$ cat src/rtl/block_loader.sv
// rtl/block_loader.sv - pixel stream loader for the current-block and search-window memories
// Byte stream in after a start; one registered memory write per accepted beat.
module block_loader #(
    parameter int CURR_DEPTH   = 256,
    parameter int SEARCH_DEPTH = 1024,
    parameter int DATA_W       = 8,
    localparam int CA          = $clog2(CURR_DEPTH),
    localparam int SA          = $clog2(SEARCH_DEPTH)
) (
    input  logic              clk_i,
    input  logic              rst_i,
    input  logic              start_i,
    input  logic              load_curr_i,
    input  logic              pix_valid_i,
    input  logic [DATA_W-1:0] pix_data_i,
    output logic              pix_ready_o,
    output logic              curr_mem_we_o,
    output logic [CA-1:0]     curr_mem_waddr_o,
    output logic [DATA_W-1:0] curr_mem_wdata_o,
    output logic              search_mem_we_o,
    output logic [SA-1:0]     search_mem_waddr_o,
    output logic [DATA_W-1:0] search_mem_wdata_o,
    output logic              busy_o,
    output logic              done_o
);

    typedef enum logic [1:0] {
        S_IDLE,
        S_LOAD_CURR,
        S_LOAD_SEARCH,
        S_DONE
    } state_t;

    state_t             r_state;
    state_t             w_next;
    logic [CA-1:0]      r_curr_cnt;
    logic [SA-1:0]      r_search_cnt;
    logic               r_curr_we;
    logic [CA-1:0]      r_curr_waddr;
    logic [DATA_W-1:0]  r_curr_wdata;
    logic               r_search_we;
    logic [SA-1:0]      r_search_waddr;
    logic [DATA_W-1:0]  r_search_wdata;

    logic w_ready;
    logic w_accept;
    logic w_start;
    logic w_curr_beat;
    logic w_search_beat;
    logic w_curr_last;
    logic w_search_last;

    assign w_ready       = (r_state == S_LOAD_CURR) || (r_state == S_LOAD_SEARCH);
    assign w_accept      = w_ready && pix_valid_i;
    assign w_start       = (r_state == S_IDLE) && start_i;
    assign w_curr_beat   = w_accept && (r_state == S_LOAD_CURR);
    assign w_search_beat = w_accept && (r_state == S_LOAD_SEARCH);
    assign w_curr_last   = w_curr_beat && (r_curr_cnt == CA'(CURR_DEPTH - 1));
    assign w_search_last = w_search_beat && (r_search_cnt == SA'(SEARCH_DEPTH - 1));

    always_ff @(posedge clk_i) begin
        if (rst_i) begin
            r_state <= S_IDLE;
        end else begin
            r_state <= w_next;
        end
    end

    always_comb begin
        w_next = r_state;
        case (r_state)
            S_IDLE: begin
                if (start_i) begin
                    w_next = load_curr_i ? S_LOAD_CURR : S_LOAD_SEARCH;
                end
            end
            S_LOAD_CURR: begin
                if (w_curr_last) begin
                    w_next = S_LOAD_SEARCH;
                end
            end
            S_LOAD_SEARCH: begin
                if (w_search_last) begin
                    w_next = S_DONE;
                end
            end
            S_DONE: begin
                w_next = S_IDLE;
            end
            default: begin
                w_next = S_IDLE;
            end
        endcase
    end

    // Counters stop on their last beat instead of wrapping; the next start clears them.
    always_ff @(posedge clk_i) begin
        if (rst_i) begin
            r_curr_cnt   <= '0;
            r_search_cnt <= '0;
        end else if (w_start) begin
            r_curr_cnt   <= '0;
            r_search_cnt <= '0;
        end else begin
            if (w_curr_beat && !w_curr_last) begin
                r_curr_cnt <= r_curr_cnt + 1'b1;
            end
            if (w_search_beat && !w_search_last) begin
                r_search_cnt <= r_search_cnt + 1'b1;
            end
        end
    end

    always_ff @(posedge clk_i) begin
        if (rst_i) begin
            r_curr_we      <= 1'b0;
            r_curr_waddr   <= '0;
            r_curr_wdata   <= '0;
            r_search_we    <= 1'b0;
            r_search_waddr <= '0;
            r_search_wdata <= '0;
        end else begin
            r_curr_we   <= w_curr_beat;
            r_search_we <= w_search_beat;
            if (w_curr_beat) begin
                r_curr_waddr <= r_curr_cnt;
                r_curr_wdata <= pix_data_i;
            end
            if (w_search_beat) begin
                r_search_waddr <= r_search_cnt;
                r_search_wdata <= pix_data_i;
            end
        end
    end

    // DONE lines up with the final search write because both are one cycle after the last beat.
    assign pix_ready_o        = w_ready;
    assign busy_o             = (r_state != S_IDLE);
    assign done_o             = (r_state == S_DONE);
    assign curr_mem_we_o      = r_curr_we;
    assign curr_mem_waddr_o   = r_curr_waddr;
    assign curr_mem_wdata_o   = r_curr_wdata;
    assign search_mem_we_o    = r_search_we;
    assign search_mem_waddr_o = r_search_waddr;
    assign search_mem_wdata_o = r_search_wdata;

endmodule

$ cat config.mk
export PLATFORM = sky130hd
export DESIGN_NAME = block_loader
export DESIGN_NICKNAME = d
export VERILOG_FILES = /design/src/rtl/block_loader.sv
export SDC_FILE = /design/constraint.sdc
export NUM_CORES = 1
export LEC_CHECK = 0
export CAP_MARGIN = 5
export CORE_MARGIN = 2
export CORE_UTILIZATION = 40
export CTS_CLUSTER_SIZE = 10
export DETAILED_ROUTE_END_ITERATION = 8
export HOLD_SLACK_MARGIN = 0.08
export MAX_ROUTING_LAYER = met4
export PLACE_DENSITY = 0.62
export REMOVE_ABC_BUFFERS = 1
export SYNTH_ARGS = -nofsm -noshare
export SYNTH_HDL_FRONTEND = slang
export SYNTH_SLANG_ARGS = --single-unit
export TNS_END_PERCENT = 10
$ cat constraint.sdc
create_clock -name clk_i -period 2.1 [get_ports clk_i]
set_input_delay 0.63 -clock clk_i [delete_from_list [all_inputs] [get_ports clk_i]]
set_output_delay 0.63 -clock clk_i [all_outputs]
set_load 0.02 [all_outputs]
* Word level (Yosys, flattened, before mapping)
Index checks and enable logic that the tools add are counted. Widths: inputs -> output; s select.
Word-level totals: output and inout bits 39, bits in registers 56
Cells by class: reductions and logical operators 15, equal/unequal tests 8, multiplexer cells 5, $add $sub $neg 2
Operators with widths (count):
- $add 10x1->10 const B | 1
- $eq 10x10->1 const B | 1
- $add 8x1->8 const B | 1
- $eq 8x8->1 const B | 1
- $logic_and 1x1->1 | 8
- $mux 2 | 4
- $pmux 2 s4 | 1
- $ne 2x2->1 const B | 3
- $eq 2x2->1 const B | 2
- $reduce_and 3->1 | 1
- $eq 2x1->1 const B | 1
- $logic_not 1->1 | 2
- $logic_not 2->1 | 1
- $reduce_bool 2->1 | 1
- $reduce_or 2->1 | 1
- $logic_or 1x1->1 | 1

* Longest topological paths before layout
word-level depth 7, depth in mapped cells 7, depth with buffers taken out 6

* Worst setup path after synthesis
Ideal clock, no wire load.
path kind register to register, start point register r_state[0], end point register r_curr_waddr[3] (netlist: curr_mem_waddr_o[3]), stages on the path, launching flop included 8, path buffers 2, setup slack 0.397 ns, data required time 2.030 ns, arrival time 1.633 ns, library setup time 0.070 ns, path through dfxtp_1 -> inv_1 -> ha_1 -> and3_1 -> buf_2 -> buf_2 -> nand2_1 -> a21oi_1
Between the ends: cells in the longest elaborated chain, start to end 4, elaborated cells between the ends (all ways) 5, classes of those cells 2 x eq/ne; 3 x reduce/logical
RTL lines:
- from (decl) | RTL line 34 | state_t r_state;
- from (signal assigned) | RTL line 65 | r_state <= w_next;
- $eq 2x1->1 / $eq 2x2->1 (equally long branches) | RTL line 53 | assign w_ready = (r_state == S_LOAD_CURR) || (r_state == S_LOAD_SEARCH);
- $logic_or 1x1->1 (*) | RTL line 53
- named net pix_ready_o | RTL line 16 | output logic pix_ready_o,
- $logic_and 1x1->1 (*) | RTL line 54 | assign w_accept = w_ready && pix_valid_i;
- $logic_and 1x1->1 (*) | RTL line 56 | assign w_curr_beat = w_accept && (r_state == S_LOAD_CURR);
- to (signal assigned) | RTL line 126 | r_curr_waddr <= r_curr_cnt;
- to (decl) | RTL line 39 | logic [CA-1:0] r_curr_waddr;
Mark *: on every way through the listed nets, which the timed path passes. The rest lies on a longest branch. A chain may end at the register's enable or synchronous reset.

* Worst setup path in the final report
start point register r_state[0], end point output port pix_ready_o
Between the ends: cells in the longest elaborated chain, start to end 2, elaborated cells between the ends (all ways) 3, classes of those cells 2 x eq/ne; 1 x reduce/logical
RTL lines (RTL line):
- $eq 2x1->1 / $eq 2x2->1 (equally long branches) | 53
- $logic_or 1x1->1 (*) | 53
- to (decl) | 16
Mark *: on every way between the ends. The rest lies on a longest branch, timed or not.

==> flow_summary_export.csv <==
group,metric,value,unit
timing,setup_tns,0,ns
clocking,numCtsBuffers,5,
critical_path,critPathTopFamily,"buffers and inverters",
timing,finalClockSkew,0.00613,ns
synthesis,synth_top_family_by_area,"simple AND/OR/NAND/NOR gates",
critical_path,start_kind,"register",
placement,gp_congestion,0.832,
die,dieArea,6640,um2
clocking,post_cts_buffers,0,
synthesis,syn-cell-area,2400,um2
synthesis,avgSynthCellArea,8.70,um2
critical_path,path_cells,"inv_1 -> ha_1 -> dlygate4sd2_1",
clocking,hold_buffers,0,
clocking,path_clk_slew,0.10,ns
global_routing,antenna_found_initial,0,
critical_path,r2r_slack,0.41,ns
die,die_h,81.5,um
clocking,htreeDepth,2,
timing,finalHoldViolCount,0,
critical_path,required,1.47,ns
critical_path,crit_slowest_cell,"dfxtp_1",
die,rows,28,
synthesis,ys_warn_count,0,
pwr,p_leak,1.11,nW
timing,rsz0062_at_grt,"no",
critical_path,path_buf_inv,2,
synthesis,netlist-cell-type-count,40,
critical_path,max_stage_delay,0.34,ns
critical_path,crit_fanout,3,
synthesis,synth_compound_area_frac,0.178,
run,maxCapViolCount,0,
min_path,min_path_type,"reg -> reg",
synthesis,synthXorXnorAreaFrac,0.0401,
clocking,clockRootBuffer,"clkbuf_8",
drt,drcViolationCount,0,
drt,wl,5140,um
timing,holdWs,0.458,ns
drt,dr.pass1.iters,4,
drt,ant_nets,0,
timing,fin_crit_sh,0.940,
timing,fmax,0.506,GHz
timing,setup_ws,0.125,ns
drt,dr.first_iter.drc_count,96,
drt,avgRoutedWirePerCell,12.5,um
synthesis,yosysSeqAreaShare,0.467,
synthesis,ys.flop_type,"dfxtp_1",
placement,dpl.hpwl,3700,um
die,start_util,0.411,
global_routing,grt.overflow.total,0,
die,die_w,81.5,um
timing,finalSetupViolCount,0,
drt,via_per_inst,4.92,
synthesis,synth_mux_area_frac,0.0125,
die,core-area,5850,um2
global_routing,track_usage,0.170,
global_routing,grt_pass1_wl,8600,um
placement,dp_slack,-0.0501,ns
clocking,cts_tree,"done",
synthesis,synth-seq-cells,56,
critical_path,crit_path_end_kind,"primary output",
pwr,peakVddDrop,0.406,mV
clocking,postCtsResizedCells,3,
drt,num_vias,2023,
final_layout,diodes,0,
global_routing,grt_pass1_vias,1882,
clocking,clockBufferDepth,2,
pwr,power_density,808,nW/um2
timing,period_needed,1.97,ns
synthesis,synth_enable_flop_cells,0,
synthesis,synthAdderAreaFrac,0.0365,
clocking,clock_latency,0.30,ns
timing,maxSlewHeadroom,0.729,
final_layout,nets,355,
critical_path,arrival,1.34,ns
clocking,clock_sinks,56,
synthesis,synthSimpleGateAreaFrac,0.227,
global_routing,grt_max_degree,39,
status,status,"finished, final reports clean",
placement,io_buffers,51,
final_layout,syn2layout_area_growth,31.1,%
synthesis,ys_async_sr_fraction,0,
final_layout,layout-drive-gt1-share,0.101,
timing,tightest_slew,0.407,ns
synthesis,synthCells,276,
critical_path,critPathKind,"reg -> out",
die,io_pins,52,
timing,drv_slew,0,
[Yosys cell counts (2+ instances only)]
library cell / count / area share
nand3_1: 4 / 0.0083
a21oi_1: 34 / 0.071
buf_2: 6 / 0.013
xor2_1: 8 / 0.029
inv_1: 7 / 0.011
ha_1: 7 / 0.036
nor2_1: 18 / 0.028
a211oi_1: 2 / 0.0062
a31oi_1: 3 / 0.0078
and3_1: 4 / 0.010
mux2i_1: 3 / 0.013
a31o_1: 3 / 0.011
clkbuf_1: 7 / 0.011
o211ai_1: 3 / 0.0094
nand4_1: 4 / 0.010
and2_1: 3 / 0.0078
dfxtp_1: 56 / 0.47
nand4_4: 2 / 0.018
nand2_1: 75 / 0.12
a21oi_2: 2 / 0.0073
o311ai_1: 2 / 0.0073
and4_1: 2 / 0.0073
xnor2_1: 3 / 0.011
nand2b_1: 2 / 0.0052
[worst register-to-register path, stage by stage (launching register included)]
cell and delay, ns:
dfxtp_1 0.42, ha_1 0.30, nand4_4 0.16, o31ai_2 0.32, a31oi_1 0.14, a311oi_2 0.26
[final timing paths]
check,start,to,cells past startpoint
worst min-delay path,curr_mem_waddr_o[5],curr_mem_waddr_o[5],2
worst max register to register,r_search_cnt[0],r_state[0],5
worst max-delay path,r_state[0],pix_ready_o,3
worst min register to register,curr_mem_waddr_o[5],curr_mem_waddr_o[5],2
[routing by layer]
| layer | wire (um) | up-vias | share of wire | track usage |
|---|---|---|---|---|
| met5 | 0 | - | 0 | - |
| met4 | 68 | 0 | 0.013 | 0.0525 |
| met3 | 167 | 7 | 0.032 | 0.0352 |
| met2 | 2420 | 37 | 0.47 | 0.266 |
| met1 | 2490 | 918 | 0.48 | 0.222 |
| li1 | - | 1061 | - | - |
[kinds of logic (layout without fill, tap and decap cells)]
family / Yosys count / in the layout
multiplexers: 3 / 3
AO/OA/AOI/OAI: 60 / 60
buffers and inverters: 21 / 81
adder cells (fa/ha/maj): 7 / 7
AND/OR/NAND/NOR: 118 / 118
XOR/XNOR: 11 / 11
flip-flops: 56 / 56
[report_power, final]
group          leakage, nW  switching [W]  internal, W
clock network       0.0445       0.000350     0.000238
registers            0.452      0.0000283      0.00112
logic                0.609       0.000461     0.000352
total                 1.11       0.000840      0.00171
[cells in the final DEF, fill, tap and decap left out, drive strengths merged, types with 2 or more instances in the layout]
| cell type | n |
|---|---|
| a211oi | 2 |
| a21oi | 36 |
| a311oi | 2 |
| a31o | 3 |
| a31oi | 4 |
| and2 | 3 |
| and3 | 4 |
| and4 | 3 |
| buf | 15 |
| clkbuf | 5 |
| clkdlybuf4s50 | 48 |
| dfxtp | 56 |
| dlygate4sd2 | 3 |
| ha | 7 |
| inv | 8 |
| mux2i | 3 |
| nand2 | 75 |
| nand2b | 2 |
| nand3 | 5 |
| nand4 | 6 |
| nor2 | 18 |
| o211ai | 3 |
| o21ai | 2 |
| o311ai | 2 |
| o31ai | 2 |
| xnor2 | 3 |
| xor2 | 8 |
[cell type report]
type / count / area [um2]
inverters: 7 / 26.3
well taps: 75 / 93.8
flip-flops and latches: 56 / 1120
clock buffers: 5 / 68.8
multi-input cells: 199 / 1190
fillers: 565 / 2700
repair buffers: 66 / 632
clock inverters: 3 / 21.3
[state kept, by name, indices dropped and copies added (netlist names)]
register / flops
search_mem_we_o: 1
search_mem_wdata_o: 8
curr_mem_wdata_o: 8
r_search_cnt: 10
curr_mem_we_o: 1
r_curr_cnt: 8
search_mem_waddr_o: 10
r_state: 2
curr_mem_waddr_o: 8
[through the flow]
stage                util  std cells  instance area (um2)  total power (W)
floorplan               -        262                 2330          0.00163
detailed placement  0.524        403                 3060          0.00202
finish              0.538        411                 3150          0.00255
global route        0.538        411                 3150          0.00271
CTS                 0.538        411                 3150          0.00258
global placement    0.524        403                 3060          0.00201
No activity file was read; power rests on OpenSTA's default activity.
